[src/rtl/wb_monitor.sv]
// wb_monitor: writeback snooper for the pipelined RISC-V core.
// Watches the MEM/WB register-file write port, captures the values written
// to up to NUM_WATCH selected registers, and reports done/timeout. Every
// qualifying write is also recorded in a small trace FIFO that can be drained
// over a valid/ready handshake.
//
// Build option: define WB_MONITOR_PC_TRACE_EN to store wb_pc in each trace
// entry and present it on trace_pc. Without it, trace_pc is tied to 0.
//
// state    | meaning
// ---------+-----------------------------------------------------------
// IDLE     | after reset, waiting for start
// RUN      | capturing writes, counting cycles
// DONE     | every masked channel written; held until start
// TIMEOUT  | cycle budget exhausted; held until start
module wb_monitor #(
  parameter int NUM_WATCH      = 4,
  parameter int XLEN           = 32,
  parameter int TIMEOUT_CYCLES = 1024,
  parameter int TRACE_DEPTH    = 8
) (
  input  logic                      clk,
  input  logic                      reset,
  input  logic                      start,
  input  logic                      wb_we,
  input  logic [4:0]                wb_rd,
  input  logic [XLEN-1:0]           wb_data,
  input  logic [XLEN-1:0]           wb_pc,
  input  logic [NUM_WATCH*5-1:0]    watch_idx,
  input  logic [NUM_WATCH-1:0]      watch_mask,
  output logic [NUM_WATCH*XLEN-1:0] watch_val,
  output logic [NUM_WATCH-1:0]      watch_valid,
  output logic                      busy,
  output logic                      done,
  output logic                      timeout,
  output logic [31:0]               cycle_count,
  output logic                      trace_valid,
  input  logic                      trace_ready,
  output logic [4:0]                trace_rd,
  output logic [XLEN-1:0]           trace_data,
  output logic [XLEN-1:0]           trace_pc,
  output logic                      trace_overflow
);

  localparam int          AW      = $clog2(TRACE_DEPTH);
  localparam logic [31:0] TC_LAST = 32'(TIMEOUT_CYCLES - 1);

  typedef enum logic [1:0] {
    ST_IDLE    = 2'd0,
    ST_RUN     = 2'd1,
    ST_DONE    = 2'd2,
    ST_TIMEOUT = 2'd3
  } state_e;

  state_e state_q, state_d;

  logic [31:0]          cycle_count_q, cycle_count_d;
  logic [XLEN-1:0]      watch_val_q   [NUM_WATCH];
  logic [XLEN-1:0]      watch_val_d   [NUM_WATCH];
  logic [NUM_WATCH-1:0] watch_valid_q, watch_valid_d;

  logic [AW:0]          wr_ptr_q, wr_ptr_d;
  logic [AW:0]          rd_ptr_q, rd_ptr_d;
  logic                 overflow_q, overflow_d;
  logic [4:0]           mem_rd_q   [TRACE_DEPTH];
  logic [XLEN-1:0]      mem_data_q [TRACE_DEPTH];
  logic [AW-1:0]        waddr, raddr;

  logic wr_qual;
  logic done_cond;
  logic fifo_empty;
  logic fifo_full;
  logic pop;
  logic push;
  logic drop;

  // A start in the same cycle wins over the write: the monitor is being re-armed.
  assign wr_qual   = wb_we && (wb_rd != 5'd0) && (state_q == ST_RUN) && !start;
  assign done_cond = (|watch_mask) && ((watch_valid_q & watch_mask) == watch_mask);

  assign waddr      = wr_ptr_q[AW-1:0];
  assign raddr      = rd_ptr_q[AW-1:0];
  assign fifo_empty = (wr_ptr_q == rd_ptr_q);
  assign fifo_full  = (wr_ptr_q[AW] != rd_ptr_q[AW]) && (waddr == raddr);
  assign pop        = !fifo_empty && trace_ready;
  // A pop on the same edge frees the slot, so a full FIFO still accepts the push.
  assign push       = wr_qual && (!fifo_full || pop);
  assign drop       = wr_qual && fifo_full && !pop;

  // State register
  always_ff @(posedge clk or negedge reset) begin
    if (!reset) state_q <= ST_IDLE;
    else        state_q <= state_d;
  end

  // Next-state logic; done takes priority over timeout on the same cycle
  always_comb begin
    state_d = state_q;
    if (start) begin
      state_d = ST_RUN;
    end else begin
      case (state_q)
        ST_RUN: begin
          if (done_cond)                    state_d = ST_DONE;
          else if (cycle_count_q == TC_LAST) state_d = ST_TIMEOUT;
        end
        default: state_d = state_q;
      endcase
    end
  end

  // Status outputs decoded from the current state
  always_comb begin
    busy    = 1'b0;
    done    = 1'b0;
    timeout = 1'b0;
    case (state_q)
      ST_RUN:     busy    = 1'b1;
      ST_DONE:    done    = 1'b1;
      ST_TIMEOUT: timeout = 1'b1;
      default:    busy    = 1'b0;
    endcase
  end

  // Cycle counter: counts RUN cycles that stay in RUN, so it freezes on exit
  always_comb begin
    cycle_count_d = cycle_count_q;
    if (start) begin
      cycle_count_d = '0;
    end else if ((state_q == ST_RUN) && (state_d == ST_RUN) && (cycle_count_q != '1)) begin
      cycle_count_d = cycle_count_q + 32'd1;
    end
  end

  // Channel capture: every channel matching wb_rd takes the data
  always_comb begin
    watch_val_d   = watch_val_q;
    watch_valid_d = watch_valid_q;
    if (start) begin
      for (int i = 0; i < NUM_WATCH; i++) watch_val_d[i] = '0;
      watch_valid_d = '0;
    end else if (wr_qual) begin
      for (int i = 0; i < NUM_WATCH; i++) begin
        if (watch_idx[5*i +: 5] == wb_rd) begin
          watch_val_d[i]   = wb_data;
          watch_valid_d[i] = 1'b1;
        end
      end
    end
  end

  // FIFO pointers and sticky overflow flag
  always_comb begin
    wr_ptr_d   = wr_ptr_q;
    rd_ptr_d   = rd_ptr_q;
    overflow_d = overflow_q;
    if (start) begin
      wr_ptr_d   = '0;
      rd_ptr_d   = '0;
      overflow_d = 1'b0;
    end else begin
      wr_ptr_d = wr_ptr_q + {{AW{1'b0}}, push};
      rd_ptr_d = rd_ptr_q + {{AW{1'b0}}, pop};
      if (drop) overflow_d = 1'b1;
    end
  end

  // Counter, capture and FIFO control registers
  always_ff @(posedge clk or negedge reset) begin
    if (!reset) begin
      cycle_count_q <= '0;
      watch_valid_q <= '0;
      for (int i = 0; i < NUM_WATCH; i++) watch_val_q[i] <= '0;
      wr_ptr_q      <= '0;
      rd_ptr_q      <= '0;
      overflow_q    <= 1'b0;
    end else begin
      cycle_count_q <= cycle_count_d;
      watch_valid_q <= watch_valid_d;
      for (int i = 0; i < NUM_WATCH; i++) watch_val_q[i] <= watch_val_d[i];
      wr_ptr_q      <= wr_ptr_d;
      rd_ptr_q      <= rd_ptr_d;
      overflow_q    <= overflow_d;
    end
  end

  // Trace payload storage; no reset needed because reads are gated by occupancy
  always_ff @(posedge clk) begin
    if (push) begin
      mem_rd_q[waddr]   <= wb_rd;
      mem_data_q[waddr] <= wb_data;
    end
  end

  for (genvar g = 0; g < NUM_WATCH; g++) begin : g_watch_out
    assign watch_val[g*XLEN +: XLEN] = watch_val_q[g];
  end

  assign watch_valid    = watch_valid_q;
  assign cycle_count    = cycle_count_q;
  assign trace_valid    = !fifo_empty;
  assign trace_overflow = overflow_q;
  // Head fields read as zero while empty so reset leaves every output at 0.
  assign trace_rd       = fifo_empty ? '0 : mem_rd_q[raddr];
  assign trace_data     = fifo_empty ? '0 : mem_data_q[raddr];

`ifdef WB_MONITOR_PC_TRACE_EN
  logic [XLEN-1:0] mem_pc_q [TRACE_DEPTH];

  // PC storage alongside the trace payload
  always_ff @(posedge clk) begin
    if (push) mem_pc_q[waddr] <= wb_pc;
  end

  assign trace_pc = fifo_empty ? '0 : mem_pc_q[raddr];
`else
  logic unused_pc;
  assign unused_pc = ^wb_pc;
  assign trace_pc  = '0;
`endif

endmodule

[config.mk]
export PLATFORM = sky130hd
export DESIGN_NAME = wb_monitor
export DESIGN_NICKNAME = d
export VERILOG_FILES = /design/src/rtl/wb_monitor.sv
export SDC_FILE = /design/constraint.sdc
export NUM_CORES = 1
export LEC_CHECK = 0
export BUFFER_PORTS_ARGS = -buffer_cell sky130_fd_sc_hd__buf_2
export CAP_MARGIN = 10
export CORE_MARGIN = 4
export CORE_UTILIZATION = 50
export DETAILED_ROUTE_END_ITERATION = 12
export MAX_ROUTING_LAYER = met4
export PLACE_DENSITY = 0.81
export RECOVER_POWER = 50
export SLEW_MARGIN = 10
export SYNTH_ARGS = -nofsm -noshare
export SYNTH_HDL_FRONTEND = slang
export SYNTH_SLANG_ARGS = --single-unit
[constraint.sdc]
create_clock -name clk -period 10.9 [get_ports clk]
set_input_delay 0 -clock clk [delete_from_list [all_inputs] [get_ports clk]]
set_output_delay 0 -clock clk [all_outputs]
set_load 0.02 [all_outputs]
==> results.toml, run 1 <==
[outcome]
status = "finished, violations left"
failing_checks = "max-capacitance violations, max-slew violations"

[power]
power.density_cell_area_mw_per_mm2 = 169
power.static_leakage_uw = 0.00825
irDropWorstVdd_mv = 0.109
design_power_total_uw = 3900

[critical_path]
worst-path-buf-inv = 3
crit_chain = "dlygate4sd3_1 > clkbuf_1 > buf_4"
worstPathArrival_ns = 5.78
setup.worst_path.start_class = "primary input"
worstPathMaxFanout = 101
cp_slowest_cell = "sky130_fd_sc_hd__clkbuf_1"
critical-path-top-delay-family = "buffers and inverters"
critical_path_class = "in -> async"
required_ns = 11.35
critical_path.endpoint_type = "asynchronous set/reset pin"
stage_delay_of_the_slowest_cell_on_the_critical_path_ns = 3.94
setup.reg_to_reg.worst_slack_ns = 7.15

[clocking]
cts.sink_count = 471
clock_tree.buffer_depth = 3
cts.repair_timing.setup_buffer_count = 0
root_buffer = "sky130_fd_sc_hd__clkbuf_16"
clock_insertion_delay_worst_skew_ns = 0.58
clk_pin_slew_ns = 0.06
tritoncts = "yes"
h_tree_depth_reported_by_cts = 2
cts_inserted_buffers = 48

[die]
ioPinCount = 336
start_util = 0.508
fp.dieArea_mm2 = 0.0428
die_h_um = 207
core-area_mm2 = 0.0389
die_width_um = 207
std_cell_rows = 72

[drt]
routed_wire_length_per_instance_um = 21.8
dr.first_iter.drc_count = 854
first_pass_iters = 5
finalWirelength_um = 46200
drcViolationCount = 0
route.vias.total = 11800
ant_nets = 0
via_per_inst = 5.56

[global_routing]
globalRoute.totalOverflow = 0
grt_pass1_vias = 12000
grt_start_max_net_pins = 102
grt_antenna_before_repair = 0
total_routing_usage_reported_by_global_routing = 0.221
wire_length_of_the_first_global_routing_pass_um = 70600

[final_layout]
commonest_non_fill_non_tap_cell_in_the_layout = "sky130_fd_sc_hd__edfxtp_1"
most-common-layout-cells = "296 x sky130_fd_sc_hd__edfxtp_1, 223 x sky130_fd_sc_hd__clkbuf_1, 186 x sky130_fd_sc_hd__nor2_1"
design.final.nets = 1666
antenna_cells_inserted = 0
syn_to_final_growth_pct = 16.8
final.fill_count = 3028
drive_gt1_frac = 0.166

[timing]
min_period_ns = 5.33
final_cycle_utilization_of_the_critical_path = 0.489
max_slew.worst_pin.slew_ns = 5.67
rsz0062_at_grt = "no"
final_report_setup_violation_count = 0
setup_slack_ns = 5.57
final-hold-violation-count = 0
fin_skew_ns = 0.0227
fmax_mhz = 188
setup-tns-final_ns = 0
slew-limit-headroom = -2.78
final_max_slew_viol_count = 188

[synth]
cell_count_after_synthesis = 1255
area_of_the_mapped_netlist_mm2 = 0.0198
postSynthRegisterBits = 471
ys_types = 49
syn_avg_cell_area_um2 = 15.8
synthesis.yosys.warnings = 0
synth_top_cell_area_share = 0.450
post_synthesis_sequential_area_ratio = 0.671
synth_edf_count = 296
synth_top_flop_cell = "sky130_fd_sc_hd__edfxtp_1"
synth_area_leaders = "sky130_fd_sc_hd__edfxtp_1 45%, sky130_fd_sc_hd__dfrtp_1 22%, sky130_fd_sc_hd__mux4_2 8.4%"
synth_async_sr_flop_share = 0.372
synth_area_leader_cell = "sky130_fd_sc_hd__edfxtp_1"

[placement]
gp_routability_congestion = 0.819
portbufs = 271
dp_hpwl_um = 28100
pre_cts_slack_ns = 7.11

[min_path]
worstHoldPathType = "in -> reg"

[flow_run]
drv_cap = 2
[cells in the mapped netlist, types with 2 or more instances]
cell type / n
sky130_fd_sc_hd__o31ai_1: 22
sky130_fd_sc_hd__buf_4: 35
sky130_fd_sc_hd__buf_1: 4
sky130_fd_sc_hd__nand2_1: 12
sky130_fd_sc_hd__dfrtp_1: 175
sky130_fd_sc_hd__mux2_4: 4
sky130_fd_sc_hd__nand2b_1: 4
sky130_fd_sc_hd__nand3_1: 24
sky130_fd_sc_hd__edfxtp_1: 296
sky130_fd_sc_hd__and4_1: 4
sky130_fd_sc_hd__nor2b_1: 12
sky130_fd_sc_hd__ha_1: 5
sky130_fd_sc_hd__mux2i_1: 165
sky130_fd_sc_hd__and2_1: 3
sky130_fd_sc_hd__buf_6: 14
sky130_fd_sc_hd__nor4_4: 6
sky130_fd_sc_hd__o21ai_0: 5
sky130_fd_sc_hd__xnor2_1: 18
sky130_fd_sc_hd__and3_1: 7
sky130_fd_sc_hd__nor2_1: 192
sky130_fd_sc_hd__nand4_2: 2
sky130_fd_sc_hd__o22ai_1: 2
sky130_fd_sc_hd__clkbuf_1: 37
sky130_fd_sc_hd__or4_1: 22
sky130_fd_sc_hd__xor2_1: 10
sky130_fd_sc_hd__nor4_2: 2
sky130_fd_sc_hd__or3_1: 5
sky130_fd_sc_hd__nor4_1: 7
sky130_fd_sc_hd__mux4_2: 74
sky130_fd_sc_hd__inv_1: 10
sky130_fd_sc_hd__nand4_1: 11
sky130_fd_sc_hd__a21oi_1: 28
sky130_fd_sc_hd__nor3_1: 6
sky130_fd_sc_hd__buf_2: 16
sky130_fd_sc_hd__buf_8: 2
[kinds of logic (layout without fill, tap and decap cells)]
logic type	count (synthesis)	count (layout)	synth area share
xor+xnor	28	28	0.0124
simple gates	325	325	0.0844
flops	471	471	0.671
compound gates	63	63	0.0204
fa+ha+maj	5	5	0.00316
mux	243	243	0.171
buf+inv	119	435	0.0375
other cells	1	32	0.000190
[report_power, final]
group          total [uW]  internal, uW  switching [uW]
logic                 402           153             249
registers            1950          1920            25.1
clock network        1550           884             663
total                3900          2960             937
[area by class of cell]
class,instances,area (um2),share of cell area
Sequential cell,471,13300,0.575
Clock buffer,71,1350,0.0583
Timing Repair Buffer,336,1690,0.0733
Inverter,10,37.5,0.00162
Clock inverter,18,150,0.00650
Multi-Input combinational cell,696,5950,0.258
Tap cell,518,648,0.0281
[registers in the layout, summed over array words and instances (netlist names)]
name	flops
wr_ptr_q	4
watch_valid	4
mem_data_q	256
watch_val	128
state_q	2
mem_rd_q	40
cycle_count	32
rd_ptr_q	4
trace_overflow	1
[through the flow]
step / hold WS [ns] / instance area, um2 / cells / utilization
final: 0.118 / 23100 / 2120 / 0.594
after global routing: 0.185 / 23100 / 2120 / 0.594
after CTS: 0.0912 / 23400 / 2120 / 0.600
after detailed placement: 0.185 / 21500 / 1990 / 0.551
after global placement: 0.171 / 21500 / 1990 / 0.551
after floorplan: -0.296 / 19900 / 1286 / -
[per-layer routing]
metal	GRT usage	vias to the layer above	wire length, um
met5	-	-	0
met4	0.0538	0	977
met3	0.0480	65	3660
met2	0.352	441	22700
met1	0.297	6017	18900
li1	-	5274	-
[worst register-to-register path, stage by stage (launching register included)]
cell and delay (ns):
sky130_fd_sc_hd__dfrtp_4 1.19, sky130_fd_sc_hd__xnor2_1 0.17, sky130_fd_sc_hd__nand3_1 0.19, sky130_fd_sc_hd__nor3_1 0.09
sky130_fd_sc_hd__nor3_1 0.34, sky130_fd_sc_hd__nand2_1 0.29, sky130_fd_sc_hd__nor2_4 0.71, sky130_fd_sc_hd__buf_4 0.44
[worst paths after layout]
| kind | depth (start not counted) | to | from |
|---|---|---|---|
| min | 6 | state_q[0] | watch_mask[1] |
| min reg2reg | 2 | watch_val[78] | watch_val[78] |
| max reg2reg | 7 | mem_rd_q[3][1] | rd_ptr_q[1] |
| min in group asynchronous | 2 | watch_val[100] | reset |
| max | 3 | rd_ptr_q[0] | reset |
| max in group clk | 5 | cycle_count[18] | start |
[what timing repair did]
| action | 4_1_cts | 5_1_grt |
|---|---|---|
| resized for setup | 0 | 0 |
| hold buffers | 41 | 0 |
| hold endpoints to repair | 538 | 0 |
No activity file was read; power rests on OpenSTA's default activity.
==> inputs of run 2 (changes only) <==
ABC_AREA = 1   (was default)
clock period = 5.12 ns   (was 10.9 ns; I/O delays follow)
==> run 2 against run 1 <==
Against the previous run: the run still ends with max-capacitance violations, max-slew violations left; synthesized area rose by 3.8%; die area rose by 3.6%; flip-flop and latch count did not move; critical path type is now reg -> out.
==> results.toml, run 2 <==
[synth]
synth_async_sr_flop_share = 0.372
synth_commonest_cells = "419 x sky130_fd_sc_hd__nand2_1, 319 x sky130_fd_sc_hd__nor2_1, 296 x sky130_fd_sc_hd__edfxtp_1"
synth_top_flop_cell = "sky130_fd_sc_hd__edfxtp_1"
cell_count_after_synthesis = 2053
post_synthesis_sequential_area_ratio = 0.647
ys_types = 32
synthesis.yosys.warnings = 0
area_of_the_mapped_netlist_mm2 = 0.0205
syn_avg_cell_area_um2 = 9.99
synth_edf_count = 296
synth_area_leader_cell = "sky130_fd_sc_hd__edfxtp_1"
synth_top_cell_area_share = 0.433
postSynthRegisterBits = 471
post-synth-top-count-cell = "sky130_fd_sc_hd__nand2_1"
synth_area_leaders = "sky130_fd_sc_hd__edfxtp_1 43%, sky130_fd_sc_hd__dfrtp_1 21%, sky130_fd_sc_hd__nand2_1 7.7%"

[final_layout]
design.final.nets = 2418
max_ffs_per_register = 256
multi_input_area_mm2 = 0.00616
regArea_mm2 = 0.0133
commonest_non_fill_non_tap_cell_in_the_layout = "sky130_fd_sc_hd__nand2_1"
drive_gt1_frac = 0.0850
most-common-layout-cells = "419 x sky130_fd_sc_hd__nand2_1, 313 x sky130_fd_sc_hd__nor2_1, 296 x sky130_fd_sc_hd__edfxtp_1"
final.fill_count = 3318
syn_to_final_growth_pct = 16.0
register_with_the_highest_flop_count = "mem_data_q"

[global_routing]
wire_length_of_the_first_global_routing_pass_um = 88000
top_usage_layer_grt = "met2"
total_routing_usage_reported_by_global_routing = 0.258
global_route.usage.met2 = 0.401
grt_start_max_net_pins = 130
grtUsageMet3 = 0.0539
globalRoute.totalOverflow = 0
grt_antenna_before_repair = 3
met1_usage = 0.347
grt_pass1_vias = 15500

[power]
power_switching_share = 0.272
pwr-share-seq = 0.490
power.static_leakage_uw = 0.0102
p_sw_uw = 2300
clock_power_share = 0.385
irDropWorstVdd_mv = 0.241
internal_power_uw = 6170
comb_power_share = 0.125
power.density_cell_area_mw_per_mm2 = 356

[timing]
fin_skew_ns = 0.0290
final_max_slew_viol_count = 47
fmax_mhz = 248
min_period_ns = 4.04
max_slew.worst_pin.slew_ns = 2.55
final_cycle_utilization_of_the_critical_path = 0.788
rsz0062_at_grt = "no"
setup-tns-final_ns = 0
final-hold-violation-count = 0
setup_slack_ns = 1.08
slew-limit-headroom = -0.701
final_report_setup_violation_count = 0

[clocking]
cts.repair_timing.setup_buffer_count = 0
clk_pin_slew_ns = 0.06
cts_inserted_buffers = 47
tritoncts = "yes"
clock_tree.buffer_depth = 3
h_tree_depth_reported_by_cts = 2
cts.sink_count = 471
root_buffer = "sky130_fd_sc_hd__clkbuf_16"
clock_insertion_delay_worst_skew_ns = 0.61

[placement]
pre_cts_slack_ns = 1.80
dp_hpwl_um = 35600
portbufs = 271
gp_routability_congestion = 0.933

[outcome]
status = "finished, violations left"
failing_checks = "max-capacitance violations, max-slew violations"

[critical_path]
reg2regPathDepth = 8
setup.worst_path.start_class = "register"
critical_path_class = "reg -> out"
worstPathMaxFanout = 89
worstPathArrival_ns = 4.04
required_ns = 5.12
setup.reg_to_reg.worst_slack_ns = 1.92
r2r_end = "mem_data_q[1][29]"
regToRegStartpoint = "rd_ptr_q[0]"
critical_path.endpoint_type = "output port"

[die]
start_util = 0.510
die_width_um = 211
core-area_mm2 = 0.0402
die_h_um = 211
fp.dieArea_mm2 = 0.0443
ioPinCount = 336
std_cell_rows = 73

[drt]
finalWirelength_um = 57300
via_per_inst = 5.57
route.vias.total = 16100
drcViolationCount = 0
first_pass_iters = 7
routed_wire_length_per_instance_um = 19.9
ant_nets = 0
dr.first_iter.drc_count = 1422

[flow_run]
drv_cap = 1

[min_path]
worstHoldPathType = "in -> async"
[run 2: cell count changes after synthesis, sizes merged, moves of 29 or more]
cell,delta
nand2,+414
o21ai,+181
mux2i,-165
nand3,+154
nor2,+132
inv,+109
mux4,-74
a31oi,+37
o22ai,+35
clkbuf,+29
[run 2: how the worst max path moves through the flow]
stage                      from          endpoint  cells past startpoint
finish              rd_ptr_q[0]    trace_data[10]                      7
floorplan            state_q[1]  mem_data_q[0][0]                      9
global route        rd_ptr_q[0]     trace_data[0]                      7
detailed placement  rd_ptr_q[0]    trace_data[10]                      7
global placement    rd_ptr_q[0]    trace_data[10]                      7
CTS                 rd_ptr_q[0]    trace_data[10]                      7
[run 2: logic make-up after synthesis]
logic type,synth area share
AO/OA/AOI/OAI,0.0696
XOR/XNOR,0.0171
adder cells (fa/ha/maj),0.00305
buffers and inverters,0.0614
flip-flops,0.647
other,0.000183
AND/OR/NAND/NOR,0.202
[run 2: final cells by class]
class                      instances  area share
clock inverter                    21     0.00752
clock buffer                      65      0.0542
antenna                            4    0.000421
timing repair buffer             339      0.0741
tap                              525      0.0276
inverter                         121      0.0194
multi-input combinational       1335       0.259
sequential                       471       0.558
[run 2: layer usage]
metal | routed length [um] | vias to the layer above
li1 | - | 7385
met3 | 5300 | 112
met2 | 27500 | 785
met4 | 1760 | 0
met5 | 0 | -
met1 | 22700 | 7777
[run 2: repair_timing]
item | 4_1_cts | 5_1_grt
gates resized for setup | 0 | 0
endpoints found under the hold margin | 495 | 0
hold buffers | 44 | 0
[run 2: power groups by stage]
stage / clock, uW / sequential [uW] / combinational, uW
floorplan: 0 / 4210 / 685
global placement: 0 / 4220 / 1000
detailed placement: 0 / 4220 / 1030
CTS: 3300 / 4150 / 1070
global route: 3460 / 4160 / 1150
finish: 3260 / 4150 / 1060
[run 2: critical path: stages, from the launching register on]
cell and delay, ns:
sky130_fd_sc_hd__dfrtp_4 0.86, sky130_fd_sc_hd__clkinv_2 1.06, sky130_fd_sc_hd__buf_4 0.60, sky130_fd_sc_hd__o21ai_0 0.19, sky130_fd_sc_hd__o22ai_1 0.09, sky130_fd_sc_hd__o21ai_0 0.21, sky130_fd_sc_hd__a31oi_1 0.12, sky130_fd_sc_hd__buf_2 0.25
[run 2: per-stage QoR]
stage	utilization	area, um2	instances	hold WS [ns]	power (uW)
2_1_floorplan	-	20600	2084	-0.296	4900
3_3_place_gp	0.550	22100	2747	0.0715	5220
3_5_place_dp	0.550	22100	2747	0.0710	5250
4_1_cts	0.598	24000	2877	0.0226	8510
5_1_grt	0.592	23800	2880	0.0656	8770
6_report	0.592	23800	2881	0.00395	8470
